<file path="src/rtl/simd_dot_mac.sv">
// simd_dot_mac: packed-SIMD dot-product multiply-accumulate unit.
// Three registered stages (MUL -> REDUCE -> ACC/output) with valid/ready
// backpressure, transaction-ID pass-through and synchronous flush.
// Optional build macro: SIMD_DOT_MAC_SATURATE_EN (clamp result on overflow
// instead of wrapping).
module simd_dot_mac #(
  parameter int XLEN          = 32,
  parameter int LANE_W        = 8,
  parameter int TRANS_ID_BITS = 2
) (
  input  logic                     clk_i,
  input  logic                     rst_i,
  input  logic                     flush_i,
  input  logic                     valid_i,
  output logic                     ready_o,
  input  logic [XLEN-1:0]          a_i,
  input  logic [XLEN-1:0]          b_i,
  input  logic [XLEN-1:0]          c_i,
  input  logic                     a_signed_i,
  input  logic                     b_signed_i,
  input  logic                     accum_i,
  input  logic [TRANS_ID_BITS-1:0] trans_id_i,
  output logic                     valid_o,
  input  logic                     ready_i,
  output logic [XLEN-1:0]          result_o,
  output logic [TRANS_ID_BITS-1:0] trans_id_o,
  output logic                     overflow_o
);

  localparam int NUM_LANES = XLEN / LANE_W;
  localparam int PROD_W    = 2 * LANE_W + 2;
  localparam int SUM_W     = PROD_W + $clog2(NUM_LANES);
  // Final adder is one bit wider than the larger of the reduced sum and XLEN,
  // so neither the dot product nor the accumulator is ever truncated before
  // the overflow decision.
  localparam int ACC_W     = ((SUM_W > XLEN) ? SUM_W : XLEN) + 1;

  // Handshake: a stage moves when the stage after it is empty or moving.
  logic out_adv;
  logic s2_adv;
  logic s1_adv;

  // Stage 1 (MUL) registers
  logic                        s1_valid;
  logic signed [PROD_W-1:0]    s1_prod [NUM_LANES];
  logic [XLEN-1:0]             s1_c;
  logic                        s1_accum;
  logic [TRANS_ID_BITS-1:0]    s1_id;

  // Stage 2 (REDUCE) registers
  logic                        s2_valid;
  logic signed [SUM_W-1:0]     s2_sum;
  logic [XLEN-1:0]             s2_c;
  logic                        s2_accum;
  logic [TRANS_ID_BITS-1:0]    s2_id;

  // Combinational stage results
  logic signed [LANE_W:0]      ext_a [NUM_LANES];
  logic signed [LANE_W:0]      ext_b [NUM_LANES];
  logic signed [PROD_W-1:0]    prod  [NUM_LANES];
  logic signed [SUM_W-1:0]     sum;
  logic signed [ACC_W-1:0]     sum_ext;
  logic signed [ACC_W-1:0]     c_ext;
  logic signed [ACC_W-1:0]     acc_total;
  logic [ACC_W-XLEN:0]         top_bits;
  logic                        ovf;
  logic [XLEN-1:0]             res;

  assign out_adv = ~valid_o | ready_i;
  assign s2_adv  = ~s2_valid | out_adv;
  assign s1_adv  = ~s1_valid | s2_adv;
  assign ready_o = s1_adv;

  // Lane-wise widening (sign or zero bit) and signed multiply.
  always_comb begin
    for (int l = 0; l < NUM_LANES; l++) begin
      ext_a[l] = {a_signed_i & a_i[l*LANE_W + LANE_W - 1], a_i[l*LANE_W +: LANE_W]};
      ext_b[l] = {b_signed_i & b_i[l*LANE_W + LANE_W - 1], b_i[l*LANE_W +: LANE_W]};
      prod[l]  = PROD_W'(ext_a[l]) * PROD_W'(ext_b[l]);
    end
  end

  // Full-width signed reduction of the registered lane products.
  always_comb begin
    sum = {SUM_W{1'b0}};
    for (int l = 0; l < NUM_LANES; l++) begin
      sum = sum + SUM_W'(s1_prod[l]);
    end
  end

  // Accumulate, detect signed overflow and form the final result.
  always_comb begin
    sum_ext = ACC_W'(s2_sum);
    c_ext   = ACC_W'($signed(s2_c));
    if (s2_accum) begin
      acc_total = sum_ext + c_ext;
    end else begin
      acc_total = sum_ext;
    end
    // In range iff every bit from the XLEN sign position upward agrees.
    top_bits = acc_total[ACC_W-1:XLEN-1];
    ovf      = ~((&top_bits) | ~(|top_bits));
`ifdef SIMD_DOT_MAC_SATURATE_EN
    if (ovf) begin
      if (acc_total[ACC_W-1]) begin
        res = {1'b1, {(XLEN-1){1'b0}}};
      end else begin
        res = {1'b0, {(XLEN-1){1'b1}}};
      end
    end else begin
      res = acc_total[XLEN-1:0];
    end
`else
    res = acc_total[XLEN-1:0];
`endif
  end

  // Stage valid bits; flush empties the whole pipe and drops the input op.
  always_ff @(posedge clk_i or posedge rst_i) begin
    if (rst_i) begin
      s1_valid <= 1'b0;
      s2_valid <= 1'b0;
      valid_o  <= 1'b0;
    end else if (flush_i) begin
      s1_valid <= 1'b0;
      s2_valid <= 1'b0;
      valid_o  <= 1'b0;
    end else begin
      if (s1_adv) begin
        s1_valid <= valid_i;
      end
      if (s2_adv) begin
        s2_valid <= s1_valid;
      end
      if (out_adv) begin
        valid_o <= s2_valid;
      end
    end
  end

  // Stage 1 data: capture products and side-band when a new op enters.
  always_ff @(posedge clk_i or posedge rst_i) begin
    if (rst_i) begin
      for (int l = 0; l < NUM_LANES; l++) begin
        s1_prod[l] <= {PROD_W{1'b0}};
      end
      s1_c     <= {XLEN{1'b0}};
      s1_accum <= 1'b0;
      s1_id    <= {TRANS_ID_BITS{1'b0}};
    end else if (s1_adv & valid_i & ~flush_i) begin
      for (int l = 0; l < NUM_LANES; l++) begin
        s1_prod[l] <= prod[l];
      end
      s1_c     <= c_i;
      s1_accum <= accum_i;
      s1_id    <= trans_id_i;
    end
  end

  // Stage 2 data: capture the reduced sum when stage 1 hands over an op.
  always_ff @(posedge clk_i or posedge rst_i) begin
    if (rst_i) begin
      s2_sum   <= {SUM_W{1'b0}};
      s2_c     <= {XLEN{1'b0}};
      s2_accum <= 1'b0;
      s2_id    <= {TRANS_ID_BITS{1'b0}};
    end else if (s2_adv & s1_valid & ~flush_i) begin
      s2_sum   <= sum;
      s2_c     <= s1_c;
      s2_accum <= s1_accum;
      s2_id    <= s1_id;
    end
  end

  // Output registers: hold while stalled, load when stage 2 hands over.
  always_ff @(posedge clk_i or posedge rst_i) begin
    if (rst_i) begin
      result_o   <= {XLEN{1'b0}};
      trans_id_o <= {TRANS_ID_BITS{1'b0}};
      overflow_o <= 1'b0;
    end else if (out_adv & s2_valid & ~flush_i) begin
      result_o   <= res;
      trans_id_o <= s2_id;
      overflow_o <= ovf;
    end
  end

endmodule

</file>
<file path="config.mk">
export PLATFORM = sky130hd
export DESIGN_NAME = simd_dot_mac
export DESIGN_NICKNAME = d
export VERILOG_FILES = /design/src/rtl/simd_dot_mac.sv
export SDC_FILE = /design/constraint.sdc
export NUM_CORES = 1
export LEC_CHECK = 0
export BUFFER_PORTS_ARGS = -buffer_cell sky130_fd_sc_hd__buf_2
export CORE_ASPECT_RATIO = 0.8
export CORE_MARGIN = 1.5
export CORE_UTILIZATION = 61
export CTS_CLUSTER_DIAMETER = 40
export DETAILED_ROUTE_END_ITERATION = 7
export HOLD_SLACK_MARGIN = 0.12
export PLACE_DENSITY = 0.89
export SLEW_MARGIN = 20
export SYNTH_ARGS = -nofsm -noshare
export SYNTH_HDL_FRONTEND = slang
export SYNTH_SLANG_ARGS = --single-unit
</file>
<file path="constraint.sdc">
create_clock -name clk_i -period 12.75 [get_ports clk_i]
set_input_delay 3.1875 -clock clk_i [delete_from_list [all_inputs] [get_ports clk_i]]
set_output_delay 3.1875 -clock clk_i [all_outputs]
set_load 0.05 [all_outputs]
</file>
==> run summary <==
outcome: finished, final reports clean
Post-synth EDFFs: 0
average vias per placed instance: 5.664
CP Class: in2reg
Total GRT Usage: 27.25%
Initial Utilization: 62.23%
Final nets: 3014
Die ar.: 37880 um^2
asr flop ratio synth: 100.0%
initial antenna violation count: 0
WP data arrival: 8.97 ns
pre-CTS setup slack: 3.702 ns
I/O pin total: 143
required time of the worst setup path: 13.03 ns
clk root buf: clkbuf_16
Final Setup Violations: 0
WL/cell: 17.18 um
GR Overflow Total: 0
Top delay family on crit path: adder cells
Critical Path Sink Type: register
CTS Hold Bufs: 0
Slew HR: 31.61%
PortBufs: 142
first-pass GRT wire length: 83200 um
post-route antenna net violation count: 0
Syn Inst Count: 2315
DPL Wire Length: 39510 um
post-synthesis sequential area ratio: 22.35%
startpoint class of the critical path: input port
Num CTS Buffers: 17
min-delay worst type: reg2reg
Die Span X: 217.2 um
H-tree depth: 4
ratio of cells with drive above 1 in the final layout: 11.83%
worst path cell trace: buf_2 -> nand2_1 -> or2_2 -> fa_1 -> fa_1 -> inv_1 -> fa_1 -> fa_1 -> inv_1 -> fa_1 -> inv_1 -> ha_1 -> o21ai_0 -> a21oi_1 -> o21ai_0 -> a21oi_1 -> o21ai_0 -> a21oi_1 -> o41ai_1 -> xnor2_1 -> o21ai_0
leakage power: 0.01223 uW
Mapped Nets: 2942
crit path max-delay cell type: fa_1
Synth Cell Area: 22400 um^2
CP bufs+invs: 4
cell taking the most area after synthesis: fa_1
CTS tree: yes
num rows: 62
clk buf depth: 2
Comb pwr share: 73.2%
Die Y: 174.4 um
Fmax: 115.1 MHz
setup repair bufs after CTS: 0
most common cell after layout, fill and taps aside: inv_1
sequential share of power: 17.7%
drt drc: 0
Clock transition at path regs: 0.07 ns
post-route clock skew: 0.01345 ns
Fin Hold WS: 0.4769 ns
worst skew pair latency: 0.45 ns
PwrDens: 254.5 nW/um^2
synth unique cells: 52
Most used DFF post-synth: dfrtp_1
Core Area: 35990 um^2
routed vias: 16319
max-cap viol count: 0
switching part of the total: 50.20%
Tmin final: 8.688 ns
CP most frequent cell: fa_1
RSZ-0062 raised after global routing: no
Clock Power Share: 9.1%
worst slew pin tran: 1.024 ns
Slew Viols, Final: 0
CTS sink count: 200
post-route setup slack: 4.062 ns
largest net degree at the start of global routing: 136
synth-to-layout area growth: 7.206%
number of global-route vias before repair: 17260
ranking of synthesized cells by area: fa_1, dfrtp_1, ha_1
Int Power: 3043 uW
CTS resizes: 0
yosys warns: 0
slowest stage delay, CP: 0.56 ns
drt total wl: 49510 um
switching power: 3068 uW
Avg Cell Area, Syn: 9.675 um^2
drt initial violations: 1301
router iterations before antenna repair: 5
gpl congestion: 0.9263
Final Hold Vio Count: 0
most frequent cells in the layout: inv_1, fa_1, nand2_1
Max Fanout on Critical Path: 9
setup_tns: 0 ns
Tcrit/Tclk final: 68.14%
peak supply drop: 0.2049 mV
Seq cells post-synth: 200
share of the synthesized area in the top cell type: 28.51%
-- power by group through the flow --
stage               Combinational [uW]  Clock, uW  Sequential [uW]
detailed placement                4330          0             1080
CTS                               4420        559             1070
global route                      4980        584             1100
global placement                  4070          0             1070
finish                            4480        556             1080
floorplan                         3190          0             1180
-- cells in the mapped netlist, types with 4 or more instances --
library cell  instances
clkbuf_1             90
o21ai_0             136
dfrtp_1             200
a211oi_1              6
mux2_2               92
o31a_1                5
a21o_1               21
inv_1               372
a31oi_1               5
a21boi_0              6
nand3_1              14
a21oi_1              78
mux2i_1              12
ha_1                202
nor2b_1              13
nand4_1               4
fa_1                319
o41ai_1               8
xor2_1               45
o31ai_1               8
o21a_1                8
nand2b_1             13
and3_1               17
xnor2_1              65
nand2_1             306
nor2_1               84
o211ai_1              5
and2_1              113
o21bai_1              7
a41oi_1               4
or2_2                 8
nor3_1               16
-- final timing paths --
path | to | startpoint | slack (ns) | cells past startpoint
hold reg to reg | result_o[5] | result_o[5] | 0.48 | 2
min in group asynchronous | s1_prod[54] | rst_i | 2.95 | 2
hold / removal | result_o[5] | result_o[5] | 0.48 | 2
max in group asynchronous | result_o[15] | rst_i | 8.43 | 3
setup reg to reg | s2_sum[19] | s1_prod[19] | 8.67 | 15
setup / recovery | s1_prod[71] | b_signed_i | 4.06 | 21
-- registers in the layout, indices dropped and copies added (netlist names) --
| name | cells |
|---|---|
| s2_valid | 1 |
| trans_id_o | 2 |
| s2_id | 2 |
| s1_accum | 1 |
| s1_prod | 72 |
| s2_sum | 20 |
| s1_c | 32 |
| overflow_o | 1 |
| s1_id | 2 |
| s2_c | 32 |
| valid_o | 1 |
| result_o | 32 |
| s1_valid | 1 |
| s2_accum | 1 |
-- worst min-delay path, cell delays in order, from the launching register on --
cell and delay (ns):
dfrtp_1 0.34, nand2_1 0.05, o21ai_0 0.06
-- metrics by stage --
stage          utilization (%)  cells  instance area [um^2]  total power (uW)
2_1_floorplan                -   2315                 22400              4367
3_3_place_gp             65.02   2848                 23400              5142
3_5_place_dp             65.02   2848                 23400              5415
4_1_cts                  66.69   2880                 24000              6051
5_1_grt                  66.70   2880                 24010              6668
6_report                 66.71   2881                 24010              6111
-- metal layers --
layer / up-vias / routed length, um / GRT usage (%)
met1: 8184 / 20800 / 35.83
met5: - / 0 / 0
met2: 575 / 24660 / 47.32
li1: 7452 / - / -
met3: 108 / 2747 / 3.570
met4: 0 / 1295 / 7.928
-- logic make-up after synthesis --
kind of cell | count (synthesis) | synth area share, %
buf+inv | 467 | 7.838
xor+xnor | 110 | 4.301
simple gates | 605 | 12.46
compound gates | 308 | 8.095
mux | 104 | 5.162
fa+ha+maj | 521 | 39.80
flops | 200 | 22.35
-- layout make-up --
cell class | count | area [um^2]
antenna | 1 | 2.502
clock buffer | 19 | 442.9
clock inverter | 13 | 157.7
fill | 2698 | 11980
inverter | 372 | 1404
multi-input combinational | 1648 | 15640
sequential | 200 | 5005
tap | 480 | 600.6
timing repair buffer | 148 | 759.5
(Power assumes the default switching activity.)
